[config.mk]
export PLATFORM = sky130hd
export DESIGN_NAME = riscv_decode_stage
export DESIGN_NICKNAME = d
export VERILOG_FILES = /design/src/rtl/riscv_pkg.sv /design/src/rtl/riscv_imm_gen.sv /design/src/rtl/riscv_decode_stage.sv
export SDC_FILE = /design/constraint.sdc
export NUM_CORES = 1
export LEC_CHECK = 0
export ABC_AREA = 1
export BUFFER_PORTS_ARGS = -buffer_cell sky130_fd_sc_hd__buf_2
export CELL_PAD_IN_SITES_DETAIL_PLACEMENT = 1
export CELL_PAD_IN_SITES_GLOBAL_PLACEMENT = 1
export CORE_UTILIZATION = 34
export DETAILED_ROUTE_END_ITERATION = 16
export GPL_ROUTABILITY_DRIVEN = 0
export GPL_TIMING_DRIVEN = 0
export PLACE_DENSITY = 0.63
export SLEW_MARGIN = 5
export SYNTH_ARGS = -nofsm -noshare
export SYNTH_HDL_FRONTEND = slang
export SYNTH_SLANG_ARGS = --single-unit
[constraint.sdc]
create_clock -name clk -period 16.47 [get_ports clk]
set_clock_uncertainty 0.1 [all_clocks]
set_input_delay 0.8235 -clock clk [delete_from_list [all_inputs] [get_ports clk]]
set_output_delay 0.8235 -clock clk [all_outputs]
set_load 0.01 [all_outputs]
[src/rtl/riscv_pkg.sv]
// Shared RV32I decode definitions: opcodes, format codes and the layout of the
// packed decoded record that the decode stage keeps in its FIFO.
package riscv_pkg;

  localparam logic [6:0] OP_OP     = 7'b0110011;
  localparam logic [6:0] OP_IMM    = 7'b0010011;
  localparam logic [6:0] OP_LOAD   = 7'b0000011;
  localparam logic [6:0] OP_JALR   = 7'b1100111;
  localparam logic [6:0] OP_SYSTEM = 7'b1110011;
  localparam logic [6:0] OP_STORE  = 7'b0100011;
  localparam logic [6:0] OP_BRANCH = 7'b1100011;
  localparam logic [6:0] OP_LUI    = 7'b0110111;
  localparam logic [6:0] OP_AUIPC  = 7'b0010111;
  localparam logic [6:0] OP_JAL    = 7'b1101111;

  localparam logic [6:0] F7_BASE   = 7'b0000000;
  localparam logic [6:0] F7_ALT    = 7'b0100000;
  localparam logic [6:0] F7_MULDIV = 7'b0000001;

  typedef enum logic [2:0] {
    FMT_R   = 3'd0,
    FMT_I   = 3'd1,
    FMT_S   = 3'd2,
    FMT_B   = 3'd3,
    FMT_U   = 3'd4,
    FMT_J   = 3'd5,
    FMT_ILL = 3'd7
  } fmt_e;

  // Record layout, LSB first: illegal, fmt, rd, rs2, rs1, funct7, funct3, op, imm, pc.
  localparam int REC_ILL_LSB  = 0;
  localparam int REC_FMT_LSB  = 1;
  localparam int REC_RD_LSB   = 4;
  localparam int REC_RS2_LSB  = 9;
  localparam int REC_RS1_LSB  = 14;
  localparam int REC_F7_LSB   = 19;
  localparam int REC_F3_LSB   = 26;
  localparam int REC_OP_LSB   = 29;
  localparam int REC_IMM_LSB  = 36;

  function automatic int rec_pc_lsb(input int xlen);
    return REC_IMM_LSB + xlen;
  endfunction

  function automatic int rec_width(input int xlen);
    return REC_IMM_LSB + 2 * xlen;
  endfunction

endpackage

[src/rtl/riscv_imm_gen.sv]
// Combinational immediate generator: selects the I/S/B/U/J immediate for the
// given format and sign-extends it to XLEN; R and illegal formats yield zero.
module riscv_imm_gen
  import riscv_pkg::*;
#(
  parameter int XLEN = 32
) (
  input  logic [31:0]     i_instr,
  input  fmt_e            i_fmt,
  output logic [XLEN-1:0] o_imm
);

  logic [31:0] w_imm32;

  always_comb begin
    w_imm32 = '0;
    case (i_fmt)
      FMT_I: w_imm32 = {{20{i_instr[31]}}, i_instr[31:20]};
      FMT_S: w_imm32 = {{20{i_instr[31]}}, i_instr[31:25], i_instr[11:7]};
      FMT_B: w_imm32 = {{19{i_instr[31]}}, i_instr[31], i_instr[7],
                        i_instr[30:25], i_instr[11:8], 1'b0};
      FMT_U: w_imm32 = {i_instr[31:12], 12'b0};
      FMT_J: w_imm32 = {{11{i_instr[31]}}, i_instr[31], i_instr[19:12],
                        i_instr[20], i_instr[30:21], 1'b0};
      default: w_imm32 = '0;
    endcase
  end

  // Every 32-bit immediate already carries its sign in bit 31.
  assign o_imm = XLEN'($signed(w_imm32));

endmodule

[src/rtl/riscv_decode_stage.sv]
// Registered RV32I decode stage: decodes each accepted instruction into a packed
// record and queues it in a DEPTH-entry FIFO. Define DECODE_RV32M_EN to accept RV32M.
module riscv_decode_stage
  import riscv_pkg::*;
#(
  parameter int XLEN  = 32,
  parameter int DEPTH = 2
) (
  input  logic                     clk,
  input  logic                     rst_n,
  input  logic                     flush,
  input  logic                     in_valid,
  output logic                     in_ready,
  input  logic [31:0]              in_instr,
  input  logic [XLEN-1:0]          in_pc,
  output logic                     out_valid,
  input  logic                     out_ready,
  output logic [XLEN-1:0]          out_pc,
  output logic [6:0]               out_op,
  output logic [2:0]               out_funct3,
  output logic [6:0]               out_funct7,
  output logic [4:0]               out_rs1,
  output logic [4:0]               out_rs2,
  output logic [4:0]               out_rd,
  output logic [XLEN-1:0]          out_imm,
  output logic [2:0]               out_fmt,
  output logic                     out_illegal,
  output logic [$clog2(DEPTH):0]   out_count
);

  localparam int PW = $clog2(DEPTH);
  localparam int CW = PW + 1;
  localparam int RW = rec_width(XLEN);
  localparam int PC_LSB = rec_pc_lsb(XLEN);

  // Handshake: a transfer happens on a rising edge where valid && ready; valid
  // must not depend on ready, and ready never depends combinationally on the
  // opposite port (in_ready comes from the stored count only).

  logic [6:0]      w_op;
  logic [2:0]      w_f3;
  logic [6:0]      w_f7;
  logic            w_r_base;
  logic            w_r_legal;
  fmt_e            w_fmt;
  logic [6:0]      w_rec_op;
  logic [2:0]      w_rec_f3;
  logic [6:0]      w_rec_f7;
  logic [4:0]      w_rec_rs1;
  logic [4:0]      w_rec_rs2;
  logic [4:0]      w_rec_rd;
  logic [XLEN-1:0] w_imm;
  logic [RW-1:0]   w_rec;

  assign w_op = in_instr[6:0];
  assign w_f3 = in_instr[14:12];
  assign w_f7 = in_instr[31:25];

  // SUB/SRA are the only base R ops using the alternate funct7.
  assign w_r_base = (w_f7 == F7_BASE) ||
                    ((w_f7 == F7_ALT) && ((w_f3 == 3'b000) || (w_f3 == 3'b101)));
`ifdef DECODE_RV32M_EN
  assign w_r_legal = w_r_base || (w_f7 == F7_MULDIV);
`else
  assign w_r_legal = w_r_base;
`endif

  always_comb begin
    w_fmt = FMT_ILL;
    if (in_instr[1:0] == 2'b11) begin
      case (w_op)
        OP_OP:                                  w_fmt = w_r_legal ? FMT_R : FMT_ILL;
        OP_IMM, OP_LOAD, OP_JALR, OP_SYSTEM:    w_fmt = FMT_I;
        OP_STORE:                               w_fmt = FMT_S;
        OP_BRANCH:                              w_fmt = FMT_B;
        OP_LUI, OP_AUIPC:                       w_fmt = FMT_U;
        OP_JAL:                                 w_fmt = FMT_J;
        default:                                w_fmt = FMT_ILL;
      endcase
    end
  end

  always_comb begin
    w_rec_op  = '0;
    w_rec_f3  = '0;
    w_rec_f7  = '0;
    w_rec_rs1 = '0;
    w_rec_rs2 = '0;
    w_rec_rd  = '0;
    if (w_fmt != FMT_ILL) begin
      w_rec_op = w_op;
    end
    case (w_fmt)
      FMT_R: begin
        w_rec_f3  = w_f3;
        w_rec_f7  = w_f7;
        w_rec_rs1 = in_instr[19:15];
        w_rec_rs2 = in_instr[24:20];
        w_rec_rd  = in_instr[11:7];
      end
      FMT_I: begin
        w_rec_f3  = w_f3;
        w_rec_rs1 = in_instr[19:15];
        w_rec_rd  = in_instr[11:7];
      end
      FMT_S, FMT_B: begin
        w_rec_f3  = w_f3;
        w_rec_rs1 = in_instr[19:15];
        w_rec_rs2 = in_instr[24:20];
      end
      FMT_U, FMT_J: begin
        w_rec_rd  = in_instr[11:7];
      end
      default: ;
    endcase
  end

  riscv_imm_gen #(.XLEN(XLEN)) u_imm_gen (
    .i_instr (in_instr),
    .i_fmt   (w_fmt),
    .o_imm   (w_imm)
  );

  assign w_rec = {in_pc, w_imm, w_rec_op, w_rec_f3, w_rec_f7,
                  w_rec_rs1, w_rec_rs2, w_rec_rd, w_fmt, (w_fmt == FMT_ILL)};

  logic [RW-1:0] r_mem [DEPTH];
  logic [PW-1:0] r_wr_ptr;
  logic [PW-1:0] r_rd_ptr;
  logic [CW-1:0] r_count;
  logic          w_full;
  logic          w_empty;
  logic          w_push;
  logic          w_pop;
  logic [RW-1:0] w_head;

  assign w_full   = (r_count == CW'(DEPTH));
  assign w_empty  = (r_count == '0);
  assign in_ready = !w_full;
  assign w_push   = in_valid && in_ready && !flush;
  assign w_pop    = !w_empty && out_ready && !flush;

  always_ff @(posedge clk) begin
    if (w_push) begin
      r_mem[r_wr_ptr] <= w_rec;
    end
  end

  always_ff @(posedge clk or negedge rst_n) begin
    if (!rst_n) begin
      r_wr_ptr <= '0;
      r_rd_ptr <= '0;
      r_count  <= '0;
    end else if (flush) begin
      r_wr_ptr <= '0;
      r_rd_ptr <= '0;
      r_count  <= '0;
    end else begin
      if (w_push) r_wr_ptr <= r_wr_ptr + PW'(1);
      if (w_pop)  r_rd_ptr <= r_rd_ptr + PW'(1);
      case ({w_push, w_pop})
        2'b10:   r_count <= r_count + CW'(1);
        2'b01:   r_count <= r_count - CW'(1);
        default: r_count <= r_count;
      endcase
    end
  end

  // Stale storage never leaks out: the head reads as all-zero while empty.
  assign w_head = w_empty ? '0 : r_mem[r_rd_ptr];

  assign out_valid   = !w_empty;
  assign out_count   = r_count;
  assign out_pc      = w_head[PC_LSB +: XLEN];
  assign out_imm     = w_head[REC_IMM_LSB +: XLEN];
  assign out_op      = w_head[REC_OP_LSB +: 7];
  assign out_funct3  = w_head[REC_F3_LSB +: 3];
  assign out_funct7  = w_head[REC_F7_LSB +: 7];
  assign out_rs1     = w_head[REC_RS1_LSB +: 5];
  assign out_rs2     = w_head[REC_RS2_LSB +: 5];
  assign out_rd      = w_head[REC_RD_LSB +: 5];
  assign out_fmt     = w_head[REC_FMT_LSB +: 3];
  assign out_illegal = w_head[REC_ILL_LSB];

endmodule
-- Yosys cells after proc, flatten, opt, wreduce, memory -nomap -nowiden
Memories as Yosys holds them, arrays and structs flattened.
Index checks and enable logic that the tools add are counted.
- flip-flop bits (word level): 4
- latch bits: 0
- bits in writable memories: 200
- ROM bits: 0
- bits of input ports: 69
- output and inout port bits: 104
- word-level logic and storage cells: 72
- memories: 1
- add/subtract/negate cells: 4
- multiply operators: 0
- divide/modulo/power cells: 0
- order comparisons: 0
- equality and inequality tests: 23
- shift-type cells: 0
- mux-type cells: 19
- bitwise gates (word level): 0
- reductions and logical operators: 22
- memories (memory ; words ; width ; read ports ; clocked after memory_dff ; write ports ; RTL line ; RTL):
    r_mem ; 2 ; 100 ; 1 ; 0 ; 1 ; riscv_decode_stage.sv:127 ; logic [RW-1:0] r_mem [DEPTH];
- operator list (kind ; count):
    $pmux W32 S5 ; 1
    $mux W100 ; 1
    $eq A7 B6 Y1 const B ; 4
    $eq A7 B7 Y1 const B ; 4
    $pmux W3 S6 ; 1
    $mux W5 ; 3
    $eq A7 B5 Y1 const B ; 2
    $mux W7 ; 2
    $eq A3 B3 Y1 const B ; 4
    $reduce_or A4 Y1 ; 3
    $mux W3 ; 3
    $eq A7 B2 Y1 const B ; 1
    $logic_not A7 Y1 ; 1
    $eq A2 B2 Y1 const B ; 3
    $eq A3 B2 Y1 const B ; 2
    $logic_not A3 Y1 ; 2
    $mux W1 ; 6
    $logic_and A1 B1 Y1 ; 5
    $pmux W2 S2 ; 1
    $reduce_bool A2 Y1 ; 2
    $eq A3 B1 Y1 const B ; 1
    $logic_not A1 Y1 ; 3
    $ne A3 B3 Y1 const B ; 1
    $reduce_bool A3 Y1 ; 1
    9 further kinds ; 11

-- Logic depth before layout (Yosys ltp)
Gate-level depths: netlist of run 1.
- word-level depth: 10
- depth in mapped cells: 11
- gate-level depth less buffers: 11

-- Hierarchy
From an unflattened synthesis of run 1, not the netlist that was laid out.
- cells, all modules: 769
- area, all modules: 8552.0 um^2
- by module, submodules not included (module ; instances ; cells each ; area each (um^2) ; seq. area each (um^2)):
    riscv_decode_stage ; 1 ; 677 ; 8096.5 ; 6105.9
    riscv_imm_gen ; 1 ; 92 ; 455.4 ; 0.0

-- Worst setup path before layout of run 1
Ideal clock, no wire load.
- path kind: input-to-reg
- start point: in in_valid
- end point: mem r_mem[0][0] (netlist name) (enable)
- data arrival time: 5249 ps
- required time: 15807 ps
- slack: 10559 ps
- stages on the path: 4
- buffers on the path: 0
- cells stage by stage: nand2_1 > nor2_1 > inv_1 > nor2_1
- cells in the longest elaborated chain, start to end: 4
- ends and longest elaborated chain (what ; RTL line ; RTL):
    start, declared ; riscv_decode_stage.sv:12 ; input logic in_valid,
    $logic_and A1 B1 Y1 (2 in a row) ; riscv_decode_stage.sv:140 ; assign w_push = in_valid && in_ready && !flush;
    $mux W1 ; riscv_decode_stage.sv:144 ; if (w_push) begin
    $mux W1 (implied by the code) ; riscv_decode_stage.sv:145 ; r_mem[r_wr_ptr] <= w_rec;
    end, declared ; riscv_decode_stage.sv:127 ;
Every way passes these cells.

-- Worst setup path in the final report of run 1
- start point: reg r_count[1], in the netlist out_count[1]
- end point: out out_imm[11]
- cells in the longest elaborated chain, start to end: 2
- ends and longest elaborated chain (what ; RTL line ; RTL):
    start, declared ; riscv_decode_stage.sv:130 ; logic [CW-1:0] r_count;
    start signal, assigned ; riscv_decode_stage.sv:162 ; 2'b10: r_count <= r_count + CW'(1);
    start signal, assigned ; riscv_decode_stage.sv:163 ; 2'b01: r_count <= r_count - CW'(1);
    start signal, assigned ; riscv_decode_stage.sv:164 ; default: r_count <= r_count;
    $logic_not A2 Y1 ; riscv_decode_stage.sv:138 ; assign w_empty = (r_count == '0);
    $mux W100 ; riscv_decode_stage.sv:170 ; assign w_head = w_empty ? '0 : r_mem[r_rd_ptr];
    end, declared ; riscv_decode_stage.sv:25 ; output logic [XLEN-1:0] out_imm,
Every way passes these cells.

==> metrics, run 1 <==
setup violators final=0; worst setup path class=reg2out; fin nets=1030; largest net degree at the start of global routing=30; Iter 0 DRT Violations=232; Top Family by Delay on Critical Path=buffers and inverters; root buffer selected by CTS=sky130_fd_sc_hd__clkbuf_16; final global-route overflow total=0; average instance area after synthesis=11.51 um2; Cell Pwr Density=152.3 mW/mm2; number of flops mapped to enable cells by yosys=200; number of buffers added on ports=172; WL/cell=17.70 um; die area=0.02585 mm2; cell type with the highest occurrence count on the critical path=sky130_fd_sc_hd__clkbuf_1; Min-Delay Startpoint=in_pc[5]; Leakage=4.426 nW; clock latency at the later pin of the worst-skew pair=500 ps; Compound-Gate Fraction of Synth Area=0.09152; final-layout setup total negative slack=0 ps; Remaining DRCs=0; Seq/Total Area, Yosys=0.7123; CORE AREA=0.02453 mm2; number of antenna violations at the first check in global routing=0; hold buffers post-CTS=1; number of synthesized register bits=204; commonest cells after routing, fill and taps aside=238 x sky130_fd_sc_hd__nand2_1, 200 x sky130_fd_sc_hd__edfxtp_1, 175 x sky130_fd_sc_hd__buf_2; number of buffers added for setup after CTS=0; worst hold path type=in2reg; worst reg-to-reg path cell count=8; critical register-to-register path startpoint=out_count[0]; most used flip-flop cell after synthesis=sky130_fd_sc_hd__edfxtp_1; FF-to-FF setup slack=14080 ps; clock edge transition at the registers on the reported setup and hold paths=60 ps; horizontal extent of the die=160.8 um; post-synthesis cell count=745; f_max=0.2850 GHz; xor and xnor area share after synthesis=0; instance count after placement with tap cells included=1259; worst-case hold path end point=r_mem[0][73]; startpoint types=register; endpoint type of the worst setup path=output port; share of the clock period used by the worst path after layout=0.2130; status=finished, final reports clean; vias after detailed routing=6197; Netlist cell types=27; global-route usage over all layers=0.1794; via/cell ratio=4.760; Num CTS Buffers=23; effective utilization at floorplan=0.3494; cell with the biggest individual delay on the critical path=sky130_fd_sc_hd__clkbuf_1; global-route wire length before repair=35510 um; chain of cells forming the critical path=nor2_1 > clkbuf_1 > clkbuf_1 > a21oi_1 > buf_2; post-synthesis share of cell area spent on full adders, half adders and majority gates=0; hold-critical path depth=1; final period demand of the worst path=3508 ps; Bufs on Longest Clock Path=3; FFs w/ async S/R, synth=0.01961; number of antenna repair diodes=0; post-synthesis cell area=0.008572 mm2; slowest stage delay, CP=590 ps; final std cells w/o fill=1302; Std-Cell Rows=57; worst slew slack as a fraction of its limit=0.5054; leading cell type in the layout, fill and taps excluded=sky130_fd_sc_hd__nand2_1; simple-gate share of the synthesized area=0.1544; First-pass DRT Iterations=4; TritonCTS clock tree=built; dominant combinational cell family by area after synthesis=simple AND/OR/NAND/NOR gates; htree depth=1; Slew @ Worst Pin=740.1 ps; worst r2r dst=r_mem[1][57]; Final Max Slew Viols=0; die height=160.8 um; setup repair after global routing missed its margin=false; maximum VDD drop=0.07821 mV; Top Ports=173; arrival time at the worst endpoint=2580 ps; number of hold violations in the final report=0; launching instance or port of the critical path=out_count[1]; number of buffer and inverter stages on the critical path=3; Area growth, synth to finish=26.01%; number of clock sinks=204; number of global-route vias before repair=6350; max-cap viol count=0; layout cell share with drive strength beyond 1=0.2556; data required time at the worst endpoint=15550 ps; number of nets with antenna violations after detailed routing=0; HPWL after DPL=16390 um; Crit Path Max Fanout=10; Resize count post-CTS=0; mux share of post-synthesis cell area=0; count of synthesis-stage warnings from yosys=0; aggregate routed wire length=23050 um; Worst Hold Margin=406.4 ps
==> power breakdown <==
group	switching (mW)	internal (mW)
Clock	0.199	0.304
Combinational	0.350	0.158
Sequential	0.0125	0.621
==> cell usage after synthesis (all sizes together), types with 2 or more instances <==
master	n	area, um2
o2111ai	11	96.34
nand3	18	105.1
buf	5	37.53
o211ai	8	60.06
nor2	46	225.2
edfxtp	200	6006
nand2	250	993.4
o21ai	6	33.78
a41oi	6	52.55
o22ai	2	12.51
inv	49	188.9
dfrtp	4	100.1
a21oi	103	515.5
clkbuf	34	127.6
==> registers in the layout (all words and copies together), names as in the netlist <==
register,cells
out_count,2
r_mem,200
r_rd_ptr,1
r_wr_ptr,1
==> worst max path at each step <==
stage | end | cells after the start | slack [ps]
6_report | out_imm[11] | 5 | 12960
5_1_grt | out_rs2[4] | 6 | 12790
4_1_cts | out_imm[4] | 5 | 12860
3_5_place_dp | out_imm[4] | 5 | 13410
3_3_place_gp | r_wr_ptr | 6 | 7570
2_1_floorplan | r_mem[0][0] | 4 | 10560
==> layout make-up <==
type	instances	area, um2
flip-flops and latches	204	6106
fillers	2723	13730
repair buffers	180	1026
clock inverters	13	143.9
plain buffers	39	165.2
well taps	324	405.4
inverters	49	188.9
clock buffers	29	598.1
multi-input cells	464	2168
==> layer usage <==
metal,part of all wire,vias to the layer above,GRT usage
met3,0.043,30,0.02918
met5,0,-,0
met1,0.45,3017,0.2326
met4,0.019,0,0.04288
li1,-,3001,-
met2,0.49,149,0.3133
==> metrics by stage <==
| stage | worst slack (ps) | power (mW) | utilization | instance area [um2] |
|---|---|---|---|---|
| floorplan | 10560 | 0.9184 | - | 8613 |
| global placement | 7575 | 1.158 | 0.4027 | 9879 |
| detailed placement | 13410 | 1.165 | 0.4096 | 10050 |
| CTS | 12860 | 1.672 | 0.4403 | 10800 |
| global route | 12790 | 1.734 | 0.4403 | 10800 |
| finish | 12960 | 1.645 | 0.4403 | 10800 |
==> cells by family (layout without fill, tap and decap cells) <==
logic type	after synthesis	count (layout)
DFF	204	204
buffers and inverters	88	310
AOI/OAI and AO/OA	138	138
other	1	12
and+or+nand+nor	314	314
(Power assumes the default switching activity.)
==> inputs of run 2 (changes only) <==
--- a/config.mk
+++ b/config.mk
@@ -5,7 +5,7 @@
 export SDC_FILE = /design/constraint.sdc
 export NUM_CORES = 1
 export LEC_CHECK = 0
-export ABC_AREA = 1
+export ABC_AREA = 0
 export BUFFER_PORTS_ARGS = -buffer_cell sky130_fd_sc_hd__buf_2
 export CELL_PAD_IN_SITES_DETAIL_PLACEMENT = 1
 export CELL_PAD_IN_SITES_GLOBAL_PLACEMENT = 1
@@ -13,7 +13,7 @@
 export DETAILED_ROUTE_END_ITERATION = 16
 export GPL_ROUTABILITY_DRIVEN = 0
 export GPL_TIMING_DRIVEN = 0
-export PLACE_DENSITY = 0.63
+export PLACE_DENSITY = 0.64
 export SLEW_MARGIN = 5
 export SYNTH_ARGS = -nofsm -noshare
 export SYNTH_HDL_FRONTEND = slang
==> constraint.sdc (replaced) <==
create_clock -name clk -period 3.15 [get_ports clk]
set_clock_uncertainty 0.1 [all_clocks]
set_input_delay 0.1575 -clock clk [delete_from_list [all_inputs] [get_ports clk]]
set_output_delay 0.1575 -clock clk [all_outputs]
set_load 0.01 [all_outputs]
==> run 2 against run 1 <==
Compared with the run above: first-iteration DRC count shrank 17%; total power grew to 4.0 times the previous value; largest cell class unchanged; clock power rose to 5.2 times the previous value; worst hold slack got worse by 390 ps; critical endpoint is now out_imm[31].
==> metrics, run 2 <==
count of synthesis-stage warnings from yosys=0; Std-Cell Rows=57; Final Max Slew Viols=0; number of synthesized register bits=204; clock edge transition at the registers on the reported setup and hold paths=60 ps; global-route wire length before repair=33780 um; number of antenna repair diodes=0; final std cells w/o fill=1200; Cell Pwr Density=571.6 mW/mm2; endpoint type of the worst setup path=output port; global-route usage over all layers=0.1698; FFs w/ async S/R, synth=0.01961; number of clock sinks=204; Area growth, synth to finish=36.04%; Compound-Gate Fraction of Synth Area=0.03727; switching portion of total power=0.2343; number of buffers added on ports=170; xor and xnor area share after synthesis=0.004141; Slew @ Worst Pin=924.0 ps; Clk pwr share=0.401; share of the clock period used by the worst path after layout=0.9263; CORE AREA=0.02439 mm2; post-placement cell area=0.01007 mm2; fin nets=928; number of flops mapped to enable cells by yosys=200; aggregate routed wire length=21520 um; largest net degree at the start of global routing=19; via/cell ratio=4.678; post-synthesis share of cell area spent on full adders, half adders and majority gates=0; Num CTS Buffers=23; Seq/Total Area, Yosys=0.7217; Worst Hold Margin=17.95 ps; startpoint types=register; worst slew slack as a fraction of its limit=0.3833; Top Ports=173; post-synthesis cell area=0.008461 mm2; WL/cell=17.93 um; First-pass DRT Iterations=4; f_max=0.3427 GHz; htree depth=1; layout cell share with drive strength beyond 1=0.2740; number of antenna violations at the first check in global routing=0; status=finished, final reports clean; top cells by area in the synthesized netlist=sky130_fd_sc_hd__edfxtp_1 71%, sky130_fd_sc_hd__mux2i_1 12%, sky130_fd_sc_hd__nor2_1 5.0%; number of flip-flops under the largest register name=200; Design Power=6.579 mW; HPWL after DPL=14950 um; maximum VDD drop=0.3614 mV; die area=0.02552 mm2; commonest cells after routing, fill and taps aside=200 x sky130_fd_sc_hd__edfxtp_1, 178 x sky130_fd_sc_hd__buf_2, 112 x sky130_fd_sc_hd__nor2_1; leading cell type in the layout, fill and taps excluded=sky130_fd_sc_hd__edfxtp_1; final instance area=0.01151 mm2; average instance area after synthesis=14.79 um2; proportion of netlist area held by the largest area contributor=0.7098; power spent charging and discharging nets=1.541 mW; simple-gate share of the synthesized area=0.09864; horizontal extent of the die=159.7 um; root buffer selected by CTS=sky130_fd_sc_hd__clkbuf_16; largest register by flop count=r_mem; max-cap viol count=0; data required time at the worst endpoint=2890 ps; arrival time at the worst endpoint=2660 ps; number of global-route vias before repair=6161; final period demand of the worst path=2918 ps; Netlist cell types=44; die height=159.7 um; hold-critical path depth=2; number of nets with antenna violations after detailed routing=0; Crit Path Max Fanout=10; number of hold violations in the final report=0; mux share of post-synthesis cell area=0.1183; instance count after placement with tap cells included=1089; final-layout setup total negative slack=0 ps; post-synthesis cell count=572; Leakage=4.475 nW; top cells by count, synth=200 x sky130_fd_sc_hd__edfxtp_1, 112 x sky130_fd_sc_hd__nor2_1, 100 x sky130_fd_sc_hd__mux2i_1; clock latency at the later pin of the worst-skew pair=500 ps; vias after detailed routing=5614; Internal=5.037 mW; most used flip-flop cell after synthesis=sky130_fd_sc_hd__edfxtp_1; setup violators final=0; worst reg-to-reg path cell count=6; effective utilization at floorplan=0.3469; final global-route overflow total=0; worst setup path class=reg2out; setup repair after global routing missed its margin=false; dominant combinational cell family by area after synthesis=multiplexers; Remaining DRCs=0; sequential power share=0.477; Bufs on Longest Clock Path=3; TritonCTS clock tree=built; combinational cell fraction of total power=0.122; Iter 0 DRT Violations=193; most frequent cell after synthesis=sky130_fd_sc_hd__edfxtp_1; worst hold path type=in2reg; cell type contributing the most total cell area after synthesis=sky130_fd_sc_hd__edfxtp_1; number of buffers added for setup after CTS=0
[run 2: cell count changes after synthesis, sizes merged, moves of 14 or more]
cell,delta
a21o,+19
a21oi,-98
and2,+19
clkbuf,-20
inv,-41
mux2i,+100
nand2,-235
nand3,-14
nor2,+67
[run 2: power groups by stage]
| stage | logic [mW] | clock network, mW | registers (mW) |
|---|---|---|---|
| final | 0.804 | 2.64 | 3.14 |
| after global routing | 0.878 | 2.79 | 3.15 |
| after CTS | 0.816 | 2.72 | 3.14 |
| after global placement | 0.685 | 0 | 3.20 |
| after detailed placement | 0.747 | 0 | 3.19 |
| after floorplan | 0.405 | 0 | 3.19 |
[run 2: metrics by stage]
stage                     worst slack (ps)  utilization
after floorplan                     -589.4            -
after global placement               -2021       0.4017
after detailed placement             629.4       0.4127
after CTS                            84.18       0.4718
after global routing                 8.720       0.4719
final                                232.0       0.4719
[run 2: area by class of cell]
| class | count | area [um2] |
|---|---|---|
| clock inverter | 16 | 165.2 |
| tap | 324 | 405.4 |
| multi-input combinational | 342 | 2268 |
| timing repair buffer | 251 | 1809 |
| clock buffer | 26 | 586.8 |
| buffer | 29 | 136.4 |
| sequential | 204 | 6108 |
| fill | 2529 | 12880 |
| inverter | 8 | 30.03 |
[run 2: worst paths after layout]
path | start | to | slack [ps]
worst min register to register | r_wr_ptr | r_wr_ptr | 550
min in group asynchronous | rst_n | r_rd_ptr | 470
worst max-delay path | r_rd_ptr | out_imm[31] | 230
worst max register to register | out_count[0] | r_mem[1][68] | 740
worst min-delay path | in_instr[3] | r_mem[1][32] | 20
max in group asynchronous | rst_n | out_count[1] | 2290
[run 2: worst max-delay path, cell delays in order (launching register included)]
cell and delay [ps]:
sky130_fd_sc_hd__dfrtp_1 340, sky130_fd_sc_hd__clkbuf_1 630, sky130_fd_sc_hd__buf_1 640, sky130_fd_sc_hd__mux2i_1 160, sky130_fd_sc_hd__nor2_1 200, sky130_fd_sc_hd__buf_2 170
[run 2: cells by family after synthesis]
logic type      count (synthesis)
buf+inv                        37
flops                         204
other cells                     1
compound gates                 44
mux                           100
xor+xnor                        4
simple gates                  182
[run 2: per-layer routing]
layer / GRT usage / vias up / part of all wire
li1: - / 2677 / -
met1: 0.2061 / 2750 / 0.42
met2: 0.3091 / 154 / 0.51
met3: 0.03273 / 33 / 0.047
met4: 0.04021 / 0 / 0.020
met5: 0 / - / 0
[run 2: what timing repair did]
action	in CTS	in global routing
gates resized for setup	0	3
hold endpoints to repair	162	0
hold buffers	69	0
setup endpoints to repair	0	3
